## src/rtl/mem_port_arbiter_pkg.sv

```systemverilog
// Shared types for the memory port arbiter: FSM states, pending-slot IDs and the
// fixed issue order between the write, data-read and instruction-read slots.
package mem_port_arbiter_pkg;

    typedef enum logic [1:0] {
        StIdle,
        StIssue,
        StWaitR
    } arb_state_e;

    typedef enum logic [1:0] {
        SlotW = 2'd0,
        SlotD = 2'd1,
        SlotI = 2'd2
    } slot_id_e;

    localparam int unsigned NumSlots = 3;

    // Row 0: data read before instruction read; row 1: instruction read first.
    // The write slot always leads so a same-address read observes the new data.
    localparam slot_id_e PrioOrder [2][NumSlots] = '{
        '{SlotW, SlotD, SlotI},
        '{SlotW, SlotI, SlotD}
    };

    function automatic slot_id_e pick_slot(logic [NumSlots-1:0] pend, logic inst_first);
        if (pend[PrioOrder[inst_first][0]]) return PrioOrder[inst_first][0];
        if (pend[PrioOrder[inst_first][1]]) return PrioOrder[inst_first][1];
        return PrioOrder[inst_first][2];
    endfunction

endpackage

```

## src/rtl/mem_port_arbiter_slot.sv

```systemverilog
// One captured request: pending flag, address and (optionally) write data.
// Set and clear never coincide in practice; set wins if they do.
module arb_pending_slot #(
    parameter bit HasData = 1'b0
) (
    input  logic        clk_i,
    input  logic        rst_i,
    input  logic        set_i,
    input  logic        clr_i,
    input  logic [31:0] addr_i,
    input  logic [31:0] data_i,
    output logic        pend_o,
    output logic [31:0] addr_o,
    output logic [31:0] data_o
);

    logic        pend_q;
    logic [31:0] addr_q;

    always_ff @(posedge clk_i) begin
        if (rst_i) begin
            pend_q <= 1'b0;
            addr_q <= '0;
        end else if (set_i) begin
            pend_q <= 1'b1;
            addr_q <= addr_i;
        end else if (clr_i) begin
            pend_q <= 1'b0;
        end
    end

    assign pend_o = pend_q;
    assign addr_o = addr_q;

    if (HasData) begin : g_data
        logic [31:0] data_q;

        always_ff @(posedge clk_i) begin
            if (rst_i) begin
                data_q <= '0;
            end else if (set_i) begin
                data_q <= data_i;
            end
        end

        assign data_o = data_q;
    end else begin : g_no_data
        logic unused_data;
        assign unused_data = ^data_i;
        assign data_o      = '0;
    end

endmodule

```

## src/rtl/mem_port_arbiter.sv

```systemverilog
// Funnels the core's instruction-read, data-read and data-write channels onto one
// memory port: capture all requests at once, then issue them one at a time.
module mem_port_arbiter
    import mem_port_arbiter_pkg::*;
#(
    parameter bit INST_FIRST = 1'b0
) (
    input  logic        CLK,
    input  logic        RST,
    input  logic        INST_RDEN,
    input  logic [31:0] INST_RIADDR,
    output logic [31:0] INST_ROADDR,
    output logic        INST_RVALID,
    output logic [31:0] INST_RDATA,
    input  logic        DATA_RDEN,
    input  logic [31:0] DATA_RIADDR,
    output logic [31:0] DATA_ROADDR,
    output logic        DATA_RVALID,
    output logic [31:0] DATA_RDATA,
    input  logic        DATA_WREN,
    input  logic [31:0] DATA_WADDR,
    input  logic [31:0] DATA_WDATA,
    output logic        MEM_WAIT,
    output logic        MEM_REQ,
    output logic        MEM_WE,
    output logic [31:0] MEM_ADDR,
    output logic [31:0] MEM_WDATA,
    input  logic        MEM_ACK,
    input  logic        MEM_RVALID,
    input  logic [31:0] MEM_RDATA
);

    arb_state_e state_q, state_d;
    logic       busy_q, busy_d;
    slot_id_e   rd_slot_q, rd_slot_d;
    slot_id_e   cur;

    logic [NumSlots-1:0] pend, set_vec, clr_vec, pend_left;
    logic [31:0]         w_addr, w_data, d_addr, i_addr;
    logic [31:0]         unused_d_data, unused_i_data;
    logic                capture, accept, rd_done;

    logic        inst_rvalid_q, data_rvalid_q;
    logic [31:0] inst_roaddr_q, inst_rdata_q, data_roaddr_q, data_rdata_q;

    assign capture = (state_q == StIdle) && !busy_q && (DATA_WREN || DATA_RDEN || INST_RDEN);
    assign accept  = (state_q == StIssue) && MEM_ACK;
    assign rd_done = (state_q == StWaitR) && MEM_RVALID;
    assign cur     = pick_slot(pend, INST_FIRST);

    assign set_vec[SlotW] = capture && DATA_WREN;
    assign set_vec[SlotD] = capture && DATA_RDEN;
    assign set_vec[SlotI] = capture && INST_RDEN;

    assign clr_vec[SlotW] = accept && (cur == SlotW);
    assign clr_vec[SlotD] = rd_done && (rd_slot_q == SlotD);
    assign clr_vec[SlotI] = rd_done && (rd_slot_q == SlotI);

    assign pend_left = pend & ~clr_vec;

    arb_pending_slot #(.HasData(1'b1)) u_slot_w (
        .clk_i  (CLK),
        .rst_i  (RST),
        .set_i  (set_vec[SlotW]),
        .clr_i  (clr_vec[SlotW]),
        .addr_i (DATA_WADDR),
        .data_i (DATA_WDATA),
        .pend_o (pend[SlotW]),
        .addr_o (w_addr),
        .data_o (w_data)
    );

    arb_pending_slot #(.HasData(1'b0)) u_slot_d (
        .clk_i  (CLK),
        .rst_i  (RST),
        .set_i  (set_vec[SlotD]),
        .clr_i  (clr_vec[SlotD]),
        .addr_i (DATA_RIADDR),
        .data_i (32'h0),
        .pend_o (pend[SlotD]),
        .addr_o (d_addr),
        .data_o (unused_d_data)
    );

    arb_pending_slot #(.HasData(1'b0)) u_slot_i (
        .clk_i  (CLK),
        .rst_i  (RST),
        .set_i  (set_vec[SlotI]),
        .clr_i  (clr_vec[SlotI]),
        .addr_i (INST_RIADDR),
        .data_i (32'h0),
        .pend_o (pend[SlotI]),
        .addr_o (i_addr),
        .data_o (unused_i_data)
    );

    always_comb begin
        state_d   = state_q;
        busy_d    = busy_q;
        rd_slot_d = rd_slot_q;
        case (state_q)
            StIdle: begin
                if (capture) begin
                    state_d = StIssue;
                    busy_d  = 1'b1;
                end
            end
            StIssue: begin
                if (MEM_ACK) begin
                    if (cur == SlotW) begin
                        state_d = (|pend_left) ? StIssue : StIdle;
                        busy_d  = |pend_left;
                    end else begin
                        state_d   = StWaitR;
                        rd_slot_d = cur;
                    end
                end
            end
            StWaitR: begin
                if (MEM_RVALID) begin
                    state_d = (|pend_left) ? StIssue : StIdle;
                    busy_d  = |pend_left;
                end
            end
            default: begin
                state_d = StIdle;
                busy_d  = 1'b0;
            end
        endcase
    end

    always_ff @(posedge CLK) begin
        if (RST) begin
            state_q       <= StIdle;
            busy_q        <= 1'b0;
            rd_slot_q     <= SlotW;
            inst_rvalid_q <= 1'b0;
            data_rvalid_q <= 1'b0;
            inst_roaddr_q <= '0;
            inst_rdata_q  <= '0;
            data_roaddr_q <= '0;
            data_rdata_q  <= '0;
        end else begin
            state_q       <= state_d;
            busy_q        <= busy_d;
            rd_slot_q     <= rd_slot_d;
            inst_rvalid_q <= clr_vec[SlotI];
            data_rvalid_q <= clr_vec[SlotD];
            if (clr_vec[SlotI]) begin
                inst_roaddr_q <= i_addr;
                inst_rdata_q  <= MEM_RDATA;
            end
            if (clr_vec[SlotD]) begin
                data_roaddr_q <= d_addr;
                data_rdata_q  <= MEM_RDATA;
            end
        end
    end

    // Request fields follow the selected slot; the pending set cannot change in
    // StIssue, so they stay stable until accepted.
    always_comb begin
        MEM_REQ   = 1'b0;
        MEM_WE    = 1'b0;
        MEM_ADDR  = '0;
        MEM_WDATA = '0;
        if (state_q == StIssue) begin
            MEM_REQ = 1'b1;
            case (cur)
                SlotW: begin
                    MEM_WE    = 1'b1;
                    MEM_ADDR  = w_addr;
                    MEM_WDATA = w_data;
                end
                SlotD:   MEM_ADDR = d_addr;
                default: MEM_ADDR = i_addr;
            endcase
        end
    end

    assign MEM_WAIT    = busy_q;
    assign INST_RVALID = inst_rvalid_q;
    assign INST_ROADDR = inst_roaddr_q;
    assign INST_RDATA  = inst_rdata_q;
    assign DATA_RVALID = data_rvalid_q;
    assign DATA_ROADDR = data_roaddr_q;
    assign DATA_RDATA  = data_rdata_q;

endmodule

```

## config.mk

```make
export PLATFORM = sky130hd
export DESIGN_NAME = mem_port_arbiter
export DESIGN_NICKNAME = d
export VERILOG_FILES = /design/src/rtl/mem_port_arbiter_pkg.sv /design/src/rtl/mem_port_arbiter_slot.sv /design/src/rtl/mem_port_arbiter.sv
export SDC_FILE = /design/constraint.sdc
export NUM_CORES = 1
export LEC_CHECK = 0
export BUFFER_PORTS_ARGS = -buffer_cell sky130_fd_sc_hd__buf_2
export CAP_MARGIN = 30
export CORE_MARGIN = 1.5
export CORE_UTILIZATION = 40
export CTS_BUF_LIST = sky130_fd_sc_hd__clkbuf_4 sky130_fd_sc_hd__clkbuf_8 sky130_fd_sc_hd__clkbuf_16
export CTS_CLUSTER_DIAMETER = 60
export CTS_CLUSTER_SIZE = 16
export DETAILED_ROUTE_END_ITERATION = 16
export PLACE_DENSITY_LB_ADDON = 0.3
export SLEW_MARGIN = 5
export SYNTH_ARGS = -nofsm -noshare
export SYNTH_HDL_FRONTEND = slang
export SYNTH_SLANG_ARGS = --single-unit
```

## constraint.sdc

```tcl
create_clock -name CLK -period 1.4 [get_ports CLK]
set_input_delay 0.28 -clock CLK [delete_from_list [all_inputs] [get_ports CLK]]
set_output_delay 0.28 -clock CLK [all_outputs]
set_load 0.01 [all_outputs]
```

== Yosys cells after proc, flatten, opt, wreduce, memory -nomap -nowiden ==
Cells that the tools add are included.

* Eq/ne operators: 9
* Mux-type cells: 31
* Bitwise gates (word level): 3
* Reduce and logical (&&, ||, !) cells: 22

{| class="wikitable"
|+ Operators with widths
! operator !! number
|-
| 32-bit 2-to-1 mux || 3
|-
| 32-bit one-hot mux with 2 select lines || 1
|-
| 1-bit 2-to-1 mux || 17
|-
| 2-bit 2-to-1 mux || 8
|-
| 1-bit logical AND || 10
|-
| 2-bit inequality test, second input constant || 4
|-
| 2-bit by 1-bit == test with 1-bit output, second input constant || 3
|-
| 2-bit one-hot mux with 3 select lines || 1
|-
| 3-bit AND reduction || 2
|-
| 2-bit nonzero test || 3
|-
| 2-bit == test, second input constant || 2
|-
| 2-bit zero test || 2
|-
| 4-bit AND reduction || 1
|-
| 3-bit bitwise AND || 1
|-
| 3-bit inverter || 1
|-
| 1-bit one-hot mux with 3 select lines || 1
|-
| 3-bit OR reduction || 1
|-
| 1-bit logical OR || 2
|-
| 1-bit zero test || 1
|-
| 1-bit inverter || 1
|}

* Bits in registers: 266
* Bits of input ports: 167
* Output and inout port bits: 197
* Word-level logic and storage cells: 81

== Longest topological paths before layout ==
Gate-level depths: netlist (run 1).

* Depth after elaboration: 13
* Depth in mapped cells: 8
* Gate-level depth less buffers: 6

== Modules after synthesis ==
A second synthesis (run 1) with hierarchy kept.

* Cell total of the unflattened synthesis: 1280
* Area, all modules: 11182.0 µm²

{| class="wikitable"
|+ Modules (own cells, without submodules)
! module !! instances !! cells an instance !! area each (µm²) !! sequential area each (µm²)
|-
| mem_port_arbiter || 1 || 788 || 5939.4 || 2702.6
|-
| arb_pending_slot (u_slot_d ...) || 2 || 141 || 1448.9 || 660.6
|-
| arb_pending_slot (u_slot_w) || 1 || 210 || 2344.7 || 1301.2
|}

== Least setup slack after synthesis (run 1) ==
Ideal clock, no wire load.

* Path type: reg2out
* Start: reg state_q[1]
* End: out MEM_ADDR[10]
* Arrival time: 1.304 ns
* Required time: 1.120 ns
* Setup slack: -0.184 ns
* Stages on the path, launching flop included: 7
* Path buffers: 2
* Cell sequence: dfxtp_1 -> inv_1 -> ha_1 -> buf_2 -> inv_1 -> clkbuf_1 -> nor2_1

* Word-level cells in the longest chain between the ends: 2

{| class="wikitable"
|+ Ends and longest elaborated chain
! item !! line !! text
|-
| start: declaration || mem_port_arbiter.sv:33 || <nowiki>arb_state_e state_q, state_d;</nowiki>
|-
| start signal: assignment || mem_port_arbiter.sv:134 || <nowiki>state_q <= StIdle;</nowiki>
|-
| start signal: assignment || mem_port_arbiter.sv:144 || <nowiki>state_q <= state_d;</nowiki>
|-
| 2-bit by 1-bit == test with 1-bit output || mem_port_arbiter.sv:167 || <nowiki>if (state_q == StIssue) begin</nowiki>
|-
| 32-bit 2-to-1 mux || mem_port_arbiter.sv:167 ||
|-
| end: declaration || mem_port_arbiter.sv:26 || <nowiki>output logic [31:0] MEM_ADDR,</nowiki>
|}

Every way passes these cells.

== Final worst setup path (run 1) ==
* Start: reg u_slot_d.pend_q, in the netlist u_slot_d.pend_o
* End: out MEM_ADDR[31]

* Word-level cells in the longest chain between the ends: 7
* Elaborated cells between the ends (all ways): 9
* Classes of those cells: eq/ne: 1; mux: 7; reduce/logical: 1

{| class="wikitable"
|+ Ends and longest elaborated chain
! item !! line !! text
|-
| start: declaration || mem_port_arbiter_slot.sv:17 || <nowiki>logic pend_q;</nowiki>
|-
| start signal: assignment || mem_port_arbiter_slot.sv:22 || <nowiki>pend_q <= 1'b0;</nowiki>
|-
| start signal: assignment || mem_port_arbiter_slot.sv:25 || <nowiki>pend_q <= 1'b1;</nowiki>
|-
| start signal: assignment || mem_port_arbiter_slot.sv:28 || <nowiki>pend_q <= 1'b0;</nowiki>
|-
| 1-bit 2-to-1 mux (2 in a row) || mem_port_arbiter_pkg.sv:28 || <nowiki>if (pend[PrioOrder[inst_first][1]]) return PrioOrder[inst_first][1];</nowiki>
|-
| 2-bit 2-to-1 mux * || mem_port_arbiter_pkg.sv:29 || <nowiki>return PrioOrder[inst_first][2];</nowiki>
|-
| 2-bit 2-to-1 mux * || mem_port_arbiter_pkg.sv:28 ||
|-
| 2-bit by 1-bit == test with 1-bit output / 2-bit zero test (equally long branches) || mem_port_arbiter.sv:169 || <nowiki>case (cur)</nowiki>
|-
| 32-bit one-hot mux with 2 select lines * || mem_port_arbiter.sv:169 ||
|-
| 32-bit 2-to-1 mux * || mem_port_arbiter.sv:167 ||
|}

Mark *: on every way between the ends. The rest lies on a longest branch, timed or not. The select of a mux whose other input is x is not followed.

==> impl_metrics.yaml, run 1 <==
sta:
  post-route-min-period_ns: 2.12
  hold_violations: 0
  slew_headroom_pct: 60.8
  timing.fmax_mhz: 472
  drv_slew: 0
  rsz0062_at_grt: "yes"
  tightest_slew_ns: 0.588
  fin_skew_ns: 0.0195
  layout_worst_path_cycle_share_pct: 151
  setup_violations: 333
  fin_ws_ns: -0.720
drt:
  drt-initial-drc-count: 1050
  vias_per_cell: 5.51
  via_count: 12400
  avgRoutedWirePerCell_um: 22.2
  ant_nets: 0
  wl_um: 49900
  firstDrtPassIters: 6
  drc_errors: 0
power:
  powerDensity_nw_per_um2: 1530
  ir_worst_vdd_mv: 0.935
  p_leak_nw: 8.05
place:
  dpl.hpwl_um: 23900
  dp.cells: 1999
  io_buffers: 363
  place_ws_ns: -0.219
  gp_congestion: 0.855
critical_path:
  crit_required_ns: 1.12
  crit_fanout: 9
  worstSetupPathType: "register to primary output"
  worstSetupStartpointType: "register"
  arrival_ns: 1.84
  crit_start: "u_slot_d.pend_o"
  worstSetupEndpointType: "primary output"
  reg2reg_from: "state_q[1]"
synth:
  syn_area_um2: 10300
  seq_area_frac_synth_pct: 51.7
  synthTopCellsByArea: "dfxtp_1 (52%), nand2_1 (19%), a21oi_1 (14%), mux2i_1 (3.3%), nor2_1 (2.6%)"
  syn_area_per_cell_um2: 7.62
  ys_types: 29
  ys_ff_latch: 266
  synth_top_area_cell: "dfxtp_1"
  yosysWarnings: 0
  yosysTopAreaCellShare_pct: 51.7
  synthCells: 1353
  synth_nets: 1524
floorplanning:
  core-area_um2: 25300
  chipWidth_um: 164
  io_pins: 364
  die_y_um: 164
  die_area_um2: 26700
  start_util_pct: 40.8
  rows: 58
cells_and_area:
  final_cell_mix: "nand2_1 (336), buf_2 (328), dfxtp_1 (262)"
  final_cells: 2248
  area_delta_synth_final_pct: 82.8
  drive_above_1_share_pct: 51.6
  final_common_cell: "nand2_1"
  nNetsFinal: 2068
run_status:
  violations: "setup timing"
  outcome: "finished with violations"
global_route:
  grt_max_degree: 85
  grt_pass1_wl_um: 61900
  grt_pass1_vias: 11000
  antenna_found_initial: 9
  grt_usage_pct: 29.9
  overflow: 0
clock_tree:
  clk_latency_ns: 0.54
  path_clk_slew_ns: 0.07
  clk_path_buf_depth: 3
  cts.sinks: 266
  htree_levels: 1
  cts_made_buffers: 24
  cts_root_buf: "clkbuf_16"
  cts_tree: "done"
job:
  max_cap_violations: 0
hold_path:
  worstHoldStart: "DATA_WADDR[12]"
  hold_path_class: "primary input to register"
final timing paths:
kind,end,slack [ns],cells past startpoint
max,MEM_ADDR[31],-0.72,6
min,u_slot_w.addr_o[12],0.005,3
max reg2reg,u_slot_w.addr_o[28],-0.61,11
min reg2reg,INST_ROADDR[3],0.45,2
critical path: stages, from the launching register on:
cell,delay [ns]
dfxtp_4,0.42
clkbuf_16,0.21
mux2i_1,0.19
nor2_1,0.07
a21oi_1,0.18
nor2_1,0.09
buf_2,0.16
stage by stage:
| step | power [W] | TNS [ns] | cell area [um2] | util [%] | hold WS, ns |
|---|---|---|---|---|---|
| after detailed placement | 0.0152 | -19.76 | 13000 | 51.6 | 0.441 |
| after global placement | 0.0151 | -10.76 | 13000 | 51.6 | 0.438 |
| after global routing | 0.0296 | -132.86 | 18800 | 74.6 | -0.00352 |
| after CTS | 0.0246 | -73.88 | 16200 | 64.2 | 0.00000627 |
| after floorplan | 0.0127 | -0.0374 | 10500 | - | 0.416 |
| final | 0.0288 | -122.47 | 18800 | 74.6 | 0.00507 |
layout make-up:
class | instances | area [um2]
Tap cell | 330 | 413
Inverter | 4 | 20.0
Clock inverter | 8 | 106
Fill cell | 1639 | 6410
Multi-Input combinational cell | 977 | 6510
Sequential cell | 266 | 5340
Antenna cell | 10 | 25.0
Clock buffer | 29 | 668
Timing Repair Buffer | 624 | 5760
power breakdown:
group	switching (W)	leakage, nW	internal (W)
combinational	0.00652	5.50	0.00612
clock	0.00315	0.384	0.00364
sequential	0.000948	2.16	0.00840
total	0.0106	8.05	0.0182
registers in the layout, indices dropped and copies added, names as in the netlist, 2 cells and up:
signal,flops
INST_RDATA,32
state_q,2
u_slot_w.data_o,32
INST_ROADDR,32
DATA_RDATA,32
u_slot_i.addr_o,32
u_slot_w.addr_o,32
DATA_ROADDR,32
rd_slot_q,2
u_slot_d.addr_o,32
layer usage:
metal / share of wire, % / GRT usage, %
met1: 38 / 37.5
met2: 48 / 50.5
met3: 9.4 / 6.02
met4: 4.5 / 11.5
met5: 0.020 / 0
Yosys cell counts:
| master | number |
|---|---|
| buf_2 | 41 |
| and4b_1 | 2 |
| buf_4 | 9 |
| and2_1 | 5 |
| a221oi_1 | 1 |
| o21ai_1 | 1 |
| inv_1 | 4 |
| mux2i_1 | 34 |
| nand2_2 | 1 |
| o21ai_0 | 1 |
| nor4b_1 | 1 |
| or2_1 | 1 |
| and2b_4 | 1 |
| buf_6 | 5 |
| nand2b_1 | 2 |
| buf_1 | 7 |
| and3_1 | 32 |
| nand4b_1 | 2 |
| a21oi_1 | 291 |
| a21boi_0 | 1 |
| dfxtp_1 | 266 |
| ha_1 | 4 |
| nor2_1 | 71 |
| a31oi_1 | 2 |
| a211oi_1 | 2 |
| a21boi_1 | 1 |
| nand2_1 | 519 |
| a221o_1 | 1 |
| clkbuf_1 | 45 |
cell families after synthesis:
kind of cell	after synthesis	synth area share (%)
AND/OR/NAND/NOR	637	24.5
AO/OA/AOI/OAI	301	14.8
flip-flops	266	51.7
buffers and inverters	111	5.23
multiplexers	34	3.30
adder cells (fa/ha/maj)	4	0.485
timing repair:
item	in CTS	in global routing
hold buffers	101	12
pin swaps	45	222
gates cloned	23	26
setup buffers	25	30
gates resized for setup	132	507
hold endpoints to repair	108	12
endpoints found under the setup margin	308	331
Power figures use the tool's default switching activity.
==> inputs of run 2 (changes only) <==
--- a/config.mk
+++ b/config.mk
@@ -13,7 +13,7 @@
 export CTS_CLUSTER_DIAMETER = 60
 export CTS_CLUSTER_SIZE = 16
 export DETAILED_ROUTE_END_ITERATION = 16
-export PLACE_DENSITY_LB_ADDON = 0.3
+export PLACE_DENSITY = 0.69
 export SLEW_MARGIN = 5
 export SYNTH_ARGS = -nofsm -noshare
 export SYNTH_HDL_FRONTEND = slang
==> run 2 against run 1 <==
Net effect: the flow still finishes with violations (setup timing); critical path depth unchanged; core utilization up 0.87 points; routed wire length is 8.9% higher; count of clock-buffer cells in the layout fell by 2; via count up 6.4%; non-clock buffer count is 42 higher; first-iteration DRC count increased by 27%; maximum frequency down 6.0%; combinational power decreased by 3%; cell count grew 1.6%; clock power is essentially flat; sequential power down 1%; highest routed layer unchanged.
==> impl_metrics.yaml, run 2 (synthesized netlist as in run 1, its figures left out) <==
cells_and_area:
  nNetsFinal: 2111
  final_common_cell: "nand2_1"
  final_cell_mix: "nand2_1 (376), buf_2 (322), dfxtp_1 (262)"
  drive_above_1_share_pct: 47.8
  area_delta_synth_final_pct: 84.9
power:
  power_frac_seq_pct: 32.7
  swShare_pct: 37.4
  p_leak_nw: 8.31
  pwr-share-comb_pct: 43.2
  p_int_w: 0.0176
  fin_total_pwr_w: 0.0282
  p_clk_share_pct: 24.1
  ir_worst_vdd_mv: 0.970
  p_switching_w: 0.0106
  powerDensity_nw_per_um2: 1480
job:
  max_cap_violations: 0
critical_path:
  crit_chain: "buf_8 -> mux2i_4 -> nor2_1 -> a21oi_2 -> nor2_2 -> buf_2"
  worstSetupStartpointType: "register"
  worstSetupEndpointType: "primary output"
  slowest_stage: "dfxtp_4"
  slowest_delay_ns: 0.41
  crit_fanout: 7
  crit_required_ns: 1.12
  arrival_ns: 1.98
  worstSetupPathType: "register to primary output"
clock_tree:
  cts.sinks: 266
  htree_levels: 1
  path_clk_slew_ns: 0.07
  clk_path_buf_depth: 3
  clk_latency_ns: 0.55
  cts_root_buf: "clkbuf_16"
  cts_made_buffers: 25
  cts_tree: "done"
run_status:
  outcome: "finished with violations"
  violations: "setup timing"
global_route:
  grt_pass1_vias: 11600
  grt_pass1_wl_um: 62100
  grt_usage_pct: 29.8
  overflow: 0
  antenna_found_initial: 5
  grt_max_degree: 50
floorplanning:
  start_util_pct: 40.8
  chipWidth_um: 164
  die_y_um: 164
  core-area_um2: 25300
  die_area_um2: 26700
  io_pins: 364
  rows: 58
drt:
  via_count: 13200
  vias_per_cell: 5.77
  ant_nets: 0
  drt-initial-drc-count: 1333
  wl_met2_um: 25500
  met1_length_um: 18900
  avgRoutedWirePerCell_um: 23.8
  wl_um: 54300
  firstDrtPassIters: 7
  routed.top_layer: "met5"
  wl_met3_um: 5990
  drc_errors: 0
sta:
  rsz0062_at_grt: "yes"
  drv_slew: 0
  slew_headroom_pct: 66.2
  fin_ws_ns: -0.856
  hold_violations: 0
  fin_skew_ns: 0.0303
  tightest_slew_ns: 0.500
  setup_violations: 336
  timing.fmax_mhz: 443
  post-route-min-period_ns: 2.26
  layout_worst_path_cycle_share_pct: 161
place:
  dpl.hpwl_um: 23800
  gp_congestion: 0.818
  io_buffers: 363
  place_ws_ns: -0.215
hold_path:
  hold_path_class: "primary input to register"
==> run 2: cell count changes in the layout (fill, tap and decap cells not counted), sizes merged, moves of 2 or more <==
cell	change
clkinv	+4
inv	-3
diode	-6
clkinvlp	+2
dlygate4sd3	+37
buf	+3
==> run 2: cell type report <==
type	instances	area, um2
antenna	4	10.0
clock buffer	27	664
clock inverter	10	118
fill	1557	6190
inverter	4	35.0
multi-input combinational	977	6300
sequential	266	5340
tap	330	413
timing repair buffer	666	6180
==> run 2: power by group through the flow <==
stage               Combinational, W  Sequential [W]  Clock, W
floorplan                    0.00379         0.00894         0
global placement             0.00580         0.00913         0
detailed placement           0.00589         0.00915         0
CTS                          0.00948         0.00899   0.00675
global route                  0.0125         0.00929   0.00712
finish                        0.0122         0.00923   0.00679
==> run 2: path summary, 6_finish.rpt <==
| kind | slack, ns | startpoint | to | cells past startpoint |
|---|---|---|---|---|
| worst min-delay path | 0.007 | MEM_RDATA[26] | DATA_RDATA[26] | 3 |
| worst min register to register | 0.45 | DATA_ROADDR[1] | DATA_ROADDR[1] | 2 |
| worst max-delay path | -0.86 | u_slot_d.pend_o | MEM_ADDR[29] | 6 |
| worst max register to register | -0.63 | state_q[0] | state_q[0] | 9 |
==> run 2: worst max-delay path, delay by kind of cell, from the launching register on <==
| family | cells | cell delay, ns |
|---|---|---|
| compound gates | 1 | 0.18 |
| buf+inv | 2 | 0.31 |
| flops | 1 | 0.41 |
| mux | 1 | 0.35 |
| simple gates | 2 | 0.18 |
==> run 2: per-stage QoR <==
step | TNS, ns | instance area (um2) | util [%] | hold WS, ns | std cells
after floorplan | -0.0374 | 10500 | - | 0.416 | 1353
after global placement | -6.65 | 13000 | 51.5 | 0.438 | 1994
after detailed placement | -13.81 | 13000 | 51.5 | 0.442 | 1994
after CTS | -142.21 | 16500 | 65.2 | 0.000333 | 2237
after global routing | -164.08 | 19100 | 75.5 | -0.00849 | 2283
final | -148.84 | 19100 | 75.5 | 0.00665 | 2284
==> run 2: what timing repair did <==
action                                  in CTS  in global routing
endpoints found under the hold margin      174                  1
pin swaps                                   23                201
cloned                                      19                 36
setup buffers                               38                 31
endpoints found under the setup margin     313                333
hold buffers                               149                  1
resized for setup                           94                497
==> run 2: per-layer routing <==
layer  GRT usage [%]  vias up
li1                -     5603
met1            35.3     6201
met4            16.0        2
met2            50.4     1034
met5               0        -
met3            6.32      334
==> inputs of run 3 (changes only) <==
--- a/config.mk
+++ b/config.mk
@@ -13,7 +13,7 @@
 export CTS_CLUSTER_DIAMETER = 60
 export CTS_CLUSTER_SIZE = 16
 export DETAILED_ROUTE_END_ITERATION = 16
-export PLACE_DENSITY = 0.69
+export PLACE_DENSITY = 0.66
 export SLEW_MARGIN = 5
 export SYNTH_ARGS = -nofsm -noshare
 export SYNTH_HDL_FRONTEND = slang
==> constraint.sdc (replaced) <==
create_clock -name CLK -period 2.4 [get_ports CLK]
set_input_delay 0.48 -clock CLK [delete_from_list [all_inputs] [get_ports CLK]]
set_output_delay 0.48 -clock CLK [all_outputs]
set_load 0.01 [all_outputs]
==> run 3 against run 2 <==
Net effect: the run now ends clean; sequential power down 43%; combinational power fell by 76%; global-route usage decreased by 5.5 points; flip-flop and latch count unchanged; worst setup slack better by 0.93 ns; cell count is 12% lower; register-to-register slack improved by 1.1 ns; critical path type unchanged; critical endpoint is now MEM_ADDR[15].
==> impl_metrics.yaml, run 3 (synthesized netlist as in run 1, its figures left out) <==
run_status:
  outcome: "finished clean"
sta:
  tightest_slew_ns: 0.792
  drv_slew: 0
  layout_worst_path_cycle_share_pct: 97.1
  setup_violations: 0
  timing.fmax_mhz: 429
  post-route-min-period_ns: 2.33
  slew_headroom_pct: 47.2
  holdWs_ns: 0.169
  fin_skew_ns: 0.0130
  rsz0062_at_grt: "yes"
  fin_ws_ns: 0.0694
  fin_setup_tns_ns: 0
  hold_violations: 0
job:
  max_cap_violations: 0
drt:
  drt-initial-drc-count: 698
  drc_errors: 0
  wl_um: 33900
  avgRoutedWirePerCell_um: 16.8
  ant_nets: 0
  via_count: 10100
  vias_per_cell: 5.03
  firstDrtPassIters: 7
floorplanning:
  io_pins: 364
  die_y_um: 164
  die_area_um2: 26700
  rows: 58
  chipWidth_um: 164
  start_util_pct: 40.8
  core-area_um2: 25300
place:
  place_ws_ns: 0.513
  io_buffers: 363
  place_area_um2: 12400
  dpl.hpwl_um: 23100
  gp_congestion: 0.818
hold_path:
  whs_path_depth: 3
  worstHoldStart: "DATA_WDATA[21]"
  hold_end: "u_slot_w.data_o[21]"
  hold_path_class: "primary input to register"
clock_tree:
  cts.sinks: 266
  cts_tree: "done"
  cts-hold-fix-buffers: 0
  cts_root_buf: "clkbuf_16"
  clk_path_buf_depth: 3
  htree_levels: 1
  cts_made_buffers: 26
  path_clk_slew_ns: 0.07
  clk_latency_ns: 0.54
critical_path:
  crit_fanout: 24
  slowest_stage: "dfxtp_2"
  timing.critical_path.buf_inv: 2
  r2r_slack_ns: 0.50
  crit_chain: "buf_12 -> mux2i_1 -> nor2_1 -> a21oi_1 -> nor2_1 -> buf_2"
  arrival_ns: 1.85
  worstSetupEndpointType: "primary output"
  slowest_delay_ns: 0.36
  worst_path_most_repeated_cell: "nor2_1"
  worstSetupPathType: "register to primary output"
  crit_family: "buffers and inverters"
  worstReg2RegEnd: "u_slot_i.addr_o[10]"
  reg2regPathDepth: 6
  crit_required_ns: 1.92
  reg2reg_from: "state_q[0]"
  worstSetupStartpointType: "register"
global_route:
  grt_max_degree: 99
  overflow: 0
  antenna_found_initial: 3
  grt_pass1_wl_um: 51400
  grt_pass1_vias: 9584
  grt_usage_pct: 24.3
cells_and_area:
  nNetsFinal: 1838
  final_common_cell: "nand2_1"
  drive_above_1_share_pct: 27.1
  area_delta_synth_final_pct: 29.5
  fin_util_pct: 52.9
  design_area_um2: 13300
  final_cell_mix: "nand2_1 (517), buf_2 (362), a21oi_1 (289)"
power:
  p_leak_nw: 5.80
  powerDensity_nw_per_um2: 946
  ir_worst_vdd_mv: 0.652
==> run 3: worst max path at each step <==
stage / start / endpoint / slack (ns) / cells after the start
floorplan: state_q[1] / MEM_ADDR[10] / 0.62 / 6
global route: u_slot_d.pend_o / MEM_ADDR[11] / -0.009 / 6
finish: u_slot_d.pend_o / MEM_ADDR[15] / 0.07 / 6
detailed placement: state_q[1] / MEM_ADDR[31] / 0.51 / 6
CTS: state_q[1] / MEM_WDATA[15] / 0.02 / 5
global placement: state_q[1] / MEM_ADDR[14] / 0.53 / 6
==> run 3: worst reg2reg max path, cell delays in order, from the launching register on <==
cell and delay [ns]:
dfxtp_1 0.35, inv_1 0.09, ha_1 0.20, and2b_4 0.21, and2_2 0.68, nand2_1 0.15
a21oi_1 0.14
==> run 3: routing by layer <==
metal	GRT usage (%)	vias to the layer above	wire (um)	share of wire [%]
li1	-	5032	-	-
met1	28.7	4696	13800	41
met2	43.0	358	16400	48
met3	6.32	54	2820	8.3
met4	7.11	4	818	2.4
met5	0	-	26	0.077
==> run 3: area by class of cell <==
cell class | instances | area (um2)
clock inverters | 14 | 209
well taps | 330 | 413
flip-flops and latches | 266 | 5330
clock buffers | 32 | 714
multi-input cells | 976 | 4480
fillers | 2510 | 11900
diodes | 2 | 5.00
repair buffers | 393 | 2170
inverters | 4 | 18.8
==> run 3: what timing repair did <==
action / in CTS / in global routing
buffers inserted: 3 / 0
gates resized for setup: 1 / 9
setup endpoints to repair: 25 / 37
==> run 3: per-stage QoR <==
step | cells | power [W]
2_1_floorplan | 1353 | 0.00719
3_3_place_gp | 1966 | 0.00818
3_5_place_dp | 1966 | 0.00823
4_1_cts | 2015 | 0.0127
5_1_grt | 2016 | 0.0133
6_report | 2017 | 0.0126
==> run 3: report_power, final <==
part	internal, W	switching [W]
logic	0.00106	0.00190
clock network	0.00257	0.00184
registers	0.00489	0.000358
total	0.00853	0.00410
